## src/rtl/uart_arb_pkg.sv

```systemverilog
// uart_arb_pkg: shared types, default sizes and index-width helper for the UART TX arbiter
package uart_arb_pkg;

   typedef enum logic {IDLE, LOCK} state_t;

   localparam int NUM_REQ_D = 4;
   localparam int DBIT_D    = 8;
   localparam int TIMEOUT_D = 1024;

   function automatic int idx_w(input int n);
      return (n > 1) ? $clog2(n) : 1;
   endfunction

endpackage

```

## src/rtl/uart_rr_pick.sv

```systemverilog
// uart_rr_pick: combinational round-robin picker, first set request after rr_ptr with wrap
module uart_rr_pick
   import uart_arb_pkg::*;
#(
   parameter int N = NUM_REQ_D,
   parameter int W = idx_w(N)
) (
   input  logic [N-1:0] req,
   input  logic [W-1:0] rr_ptr,
   output logic         any_req,
   output logic [W-1:0] winner
);

   logic [W-1:0] idx;

   // scan from farthest to nearest so the nearest set request after rr_ptr wins
   always_comb begin
      any_req = |req;
      winner  = '0;
      idx     = '0;
      for (int k = N; k >= 1; k--) begin
         idx = W'((int'(rr_ptr) + k) % N);
         if (req[idx]) winner = idx;
      end
   end

endmodule

```

## src/rtl/uart_tx_arbiter.sv

```systemverilog
// uart_tx_arbiter: packet-granular round-robin sharing of one UART TX FIFO with stall watchdog
module uart_tx_arbiter
   import uart_arb_pkg::*;
#(
   parameter int NUM_REQ = NUM_REQ_D,
   parameter int DBIT    = DBIT_D,
   parameter int TIMEOUT = TIMEOUT_D
) (
   input  logic                       clk,
   input  logic                       reset_n,
   input  logic [NUM_REQ-1:0]         req_valid,
   input  logic [NUM_REQ*DBIT-1:0]    req_data,
   input  logic [NUM_REQ-1:0]         req_last,
   output logic [NUM_REQ-1:0]         req_ready,
   output logic                       wr_uart,
   output logic [DBIT-1:0]            w_data,
   input  logic                       tx_full,
   output logic [idx_w(NUM_REQ)-1:0]  grant_id,
   output logic                       busy,
   output logic                       abort_err
);

   localparam int GW = idx_w(NUM_REQ);
   localparam int CW = $clog2(TIMEOUT) + 1;

   state_t        state, state_nx;
   logic [GW-1:0] rr_ptr, rr_ptr_nx, grant_nx, winner;
   logic [CW-1:0] wd_cnt, wd_nx;
   logic          any_req, starve, done;

   uart_rr_pick #(.N(NUM_REQ), .W(GW)) u_pick (
      .req     (req_valid),
      .rr_ptr  (rr_ptr),
      .any_req (any_req),
      .winner  (winner)
   );

   // state, owner, fairness pointer and watchdog registers; reset drops any grant at once
   always_ff @(posedge clk or negedge reset_n) begin
      if (!reset_n) begin
         state    <= IDLE;
         grant_id <= '0;
         rr_ptr   <= GW'(NUM_REQ - 1);
         wd_cnt   <= '0;
      end else begin
         state    <= state_nx;
         grant_id <= grant_nx;
         rr_ptr   <= rr_ptr_nx;
         wd_cnt   <= wd_nx;
      end
   end

   // arbitrate in IDLE; in LOCK pass the owner's bytes straight through and watch for stalls
   always_comb begin
      state_nx  = state;
      grant_nx  = grant_id;
      rr_ptr_nx = rr_ptr;
      wd_nx     = '0;
      req_ready = '0;
      wr_uart   = 1'b0;
      w_data    = '0;
      abort_err = 1'b0;
      starve    = 1'b0;
      done      = 1'b0;
      busy      = (state == LOCK);
      if (state == IDLE) begin
         if (any_req) begin
            state_nx = LOCK;
            grant_nx = winner;
         end
      end else begin
         req_ready[grant_id] = !tx_full;
         wr_uart   = req_valid[grant_id] & !tx_full;
         w_data    = wr_uart ? req_data[grant_id*DBIT +: DBIT] : '0;
         starve    = !req_valid[grant_id] & !tx_full;
         abort_err = starve & (wd_cnt == CW'(TIMEOUT - 1));
         wd_nx     = (starve & !abort_err) ? wd_cnt + 1'b1 : '0;
         done      = (wr_uart & req_last[grant_id]) | abort_err;
         if (done) begin
            state_nx  = IDLE;
            rr_ptr_nx = grant_id;
         end
      end
   end

endmodule

```

## config.mk

```make
export PLATFORM = sky130hd
export DESIGN_NAME = uart_tx_arbiter
export DESIGN_NICKNAME = d
export VERILOG_FILES = /design/src/rtl/uart_arb_pkg.sv /design/src/rtl/uart_rr_pick.sv /design/src/rtl/uart_tx_arbiter.sv
export SDC_FILE = /design/constraint.sdc
export NUM_CORES = 1
export LEC_CHECK = 0
export ABC_AREA = 1
export CORE_MARGIN = 10
export CORE_UTILIZATION = 40
export DETAILED_ROUTE_END_ITERATION = 16
export PLACE_DENSITY = 0.78
export SKIP_CTS_REPAIR_TIMING = 1
export SLEW_MARGIN = 20
export SYNTH_ARGS = -nofsm -noshare
export SYNTH_HDL_FRONTEND = slang
export SYNTH_SLANG_ARGS = --single-unit
export TNS_END_PERCENT = 30
```

## constraint.sdc

```tcl
create_clock -name clk -period 3 [get_ports clk]
set_input_delay 0.75 -clock clk [delete_from_list [all_inputs] [get_ports clk]]
set_output_delay 0.75 -clock clk [all_outputs]
set_load 0.02 [all_outputs]
```

==> summary.md <==
| Metric | Value |
|---|---|
| Seq/Total Area, Yosys | `0.307` |
| DP Cell Count | `313` |
| Largest net degree at the start of global routing | `17` |
| Avg Inst Size Synth | `6.53 um^2` |
| Worst hold path cell count | `1` |
| Worst hold endpoint | `wd_cnt[0]` |
| Wire per inst | `13.3 um` |
| Worst Reg2Reg Path Length in Cells | `8` |
| CTS tree | `yes` |
| Post-Syn Area | `1310 um^2` |
| Initial Utilization | `0.423` |
| Setup Skew | `0.00113 ns` |
| Post-DP HPWL | `3530 um` |
| Drt drc | `0` |
| DRT Pass-1 Iters | `4` |
| Final nets | `318` |
| Post-Syn Instances | `201` |
| Most numerous cell in the Yosys netlist | `nand2_1` |
| Top cells by area, synth | `dfrtp_1 (27%), nand2_1 (21%), nor2_1 (7.1%)` |
| Root buffer cell | `clkbuf_4` |
| Vias post-DR | `1,500` |
| Die Ht | `77.3 um` |
| Top cell type's share of synthesized area | `0.267` |
| Critical path launch point type | `input port` |
| Post-route minimum period | `2.90 ns` |
| Inserted Clock Buffers | `3` |
| Syn_nets | `245` |
| Core box area | `3100 um^2` |
| Initial antenna violation count | `0` |
| Ports | `60` |
| Number of flops mapped to enable cells by yosys | `0` |
| Total track usage | `0.134` |
| WL final | `4230 um` |
| Power Density | `667 nW/um^2` |
| FF/Latch Area | `403 um^2` |
| Grt total ovfl | `0` |
| Filler cells | `284` |
| Layout cells sized above 1 | `0.136` |
| Horiz. Die Dim | `77.3 um` |
| Clk sink count | `16` |
| Max Clk Rate | `0.345 GHz` |
| Avg Vias per Cell | `4.73` |
| Top cells by count, synth | `nand2_1 (74), nor2_1 (25), inv_1 (20)` |
| Reg2Reg Capture Point | `grant_id[0]` |
| Count of final hold-check violations | `0` |
| Worst R2R Setup Slack | `1.31 ns` |
| Cell accounting for the most synthesized area | `dfrtp_1` |
| Crit path arrival time | `2.15 ns` |
| Final Cycle Share | `0.966` |
| Reg-to-Reg Start | `rr_ptr[0]` |
| Layout overhead on the synthesized area | `59.3%` |
| CP Cell Sequence | `clkdlybuf4s50_1 -> inv_1 -> nor2_2 -> a21oi_4 -> nand2_4 -> nand2_2 -> a31oi_1 -> dlymetal6s2s_1` |
| WS Path Type | `input port to primary output` |
| Yosys warning count | `0` |
| CTS H-tree lvls | `1` |
| Slowest CP cell | `clkdlybuf4s50_1` |
| Post-route setup slack | `0.101 ns` |
| Vias in the first global route | `1,388` |
| # diodes | `0` |
| Hold path startpoint | `wd_cnt[0]` |
| Async SR Flop Fraction | `1.00` |
| Max_slew headroom | `0.540` |
| Footprint of the multi-input gates | `800 um^2` |
| Worst hold path type | `flip-flop to flip-flop` |
| Prevailing post-synth register cell | `dfrtp_1` |
| Max clock buf depth | `2` |
| Status | `completed` |
| RePlAce Congestion | `0.858` |
| Final Non-Filler Cells | `317` |
| Clk slew on worst S/H paths | `0.09 ns` |
| First-pass GRT wire length | `6750 um` |
| Pre-CTS setup slack | `-0.283 ns` |
| Max Cap Viol | `0` |
| Worst EP required | `2.25 ns` |
| Final setup vio count | `0` |
| Leak Pwr | `0.00115 uW` |
| Delay of the slowest critical-path stage | `0.48 ns` |
| Port Buffers | `59` |
| Maximum vdd drop | `0.000348 V` |
| Clk Latency, worst-skew pair | `0.29 ns` |
| Initial DRC Count | `50` |
| Crit path max fanout | `9` |
| Rows | `20` |
| Worst-Margin Slew | `0.688 ns` |
| Die area | `5970 um^2` |
| Post-synthesis cell type count | `31` |
| Seq cells post-synth | `16` |
| Slew Viols, Final | `0` |
| Worst Setup End Kind | `primary output` |
| Routed Antenna Nets | `0` |
## critical path, delay by kind of cell
family	cells	cell delay, ns
buffers and inverters	3	0.82
AND/OR/NAND/NOR	3	0.33
AO/OA/AOI/OAI	2	0.24
## report_power, final
part	switching (uW)	leakage [uW]	internal, uW
Combinational	534	0.000922	392
Sequential	63.8	0.000207	263
Clock	67.9	0.0000210	74.0
## final cells by class
type                    instances  share of cell area
inverters                      25              0.0461
clock buffers                   4              0.0174
repair buffers                 70               0.335
flip-flops and latches         16               0.193
multi-input cells             158               0.382
well taps                      44              0.0263
## worst max-delay path by stage
stage / start / to / slack [ns] / depth (start not counted)
global route: req_valid[3] / w_data[1] / -0.04 / 8
global placement: req_valid[3] / w_data[5] / -0.24 / 8
finish: req_valid[3] / w_data[1] / 0.10 / 8
CTS: req_valid[3] / w_data[1] / -0.30 / 8
detailed placement: req_valid[3] / w_data[5] / -0.28 / 8
floorplan: grant_id[1] / w_data[1] / 0.63 / 6
## per-stage QoR
| stage | total power [uW] | instance area [um^2] | utilization | setup TNS [ns] | hold WS (ns) |
|---|---|---|---|---|---|
| final | 1390 | 2090 | 0.674 | 0 | 0.463 |
| after CTS | 1410 | 2060 | 0.663 | -2.88 | 0.470 |
| after floorplan | 921 | 1310 | - | 0 | 0.432 |
| after global routing | 1520 | 2090 | 0.674 | -0.0393 | 0.498 |
| after global placement | 1270 | 2020 | 0.652 | -2.34 | 0.454 |
| after detailed placement | 1270 | 2020 | 0.652 | -2.66 | 0.457 |
## cell families after synthesis
family | count (synthesis) | synth area share
buffers and inverters | 27 | 0.0877
XOR/XNOR | 1 | 0.00667
adder cells (fa/ha/maj) | 1 | 0.00953
flip-flops | 16 | 0.307
AND/OR/NAND/NOR | 132 | 0.460
AO/OA/AOI/OAI | 24 | 0.129
## per-layer routing
layer	up-vias	global-route usage	wire (um)
met5	-	0	0
met4	0	0.0219	48
met3	6	0.0291	169
met2	37	0.237	2150
met1	666	0.163	1860
li1	791	-	-
## registers in the layout, summed over array words and instances (netlist names)
| name | count |
|---|---|
| busy | 1 |
| grant_id | 2 |
| rr_ptr | 2 |
| wd_cnt | 11 |
## placed cells by master, fill, tap and decap left out
master	count
a22oi_1	4
and3_1	1
dfstp_2	2
o21ai_0	4
clkbuf_2	1
nor3_2	2
inv_4	1
dfrtp_1	14
nor2_1	23
buf_4	11
clkdlybuf4s50_1	45
nor2_2	3
nor3b_2	1
clkbuf_4	3
nand3_1	12
nor2_8	1
dlymetal6s2s_1	13
a31oi_1	4
a21oi_1	6
inv_2	2
xor2_1	1
nor2_4	1
nand4_1	2
a22oi_2	1
clkbuf_8	1
ha_1	1
a221oi_1	4
and2_1	1
nand2_2	3
nand2_1	74
a21oi_4	1
inv_1	20
nand2_4	3
clkinv_1	2
nor3_1	5
(Power assumes the default switching activity.)
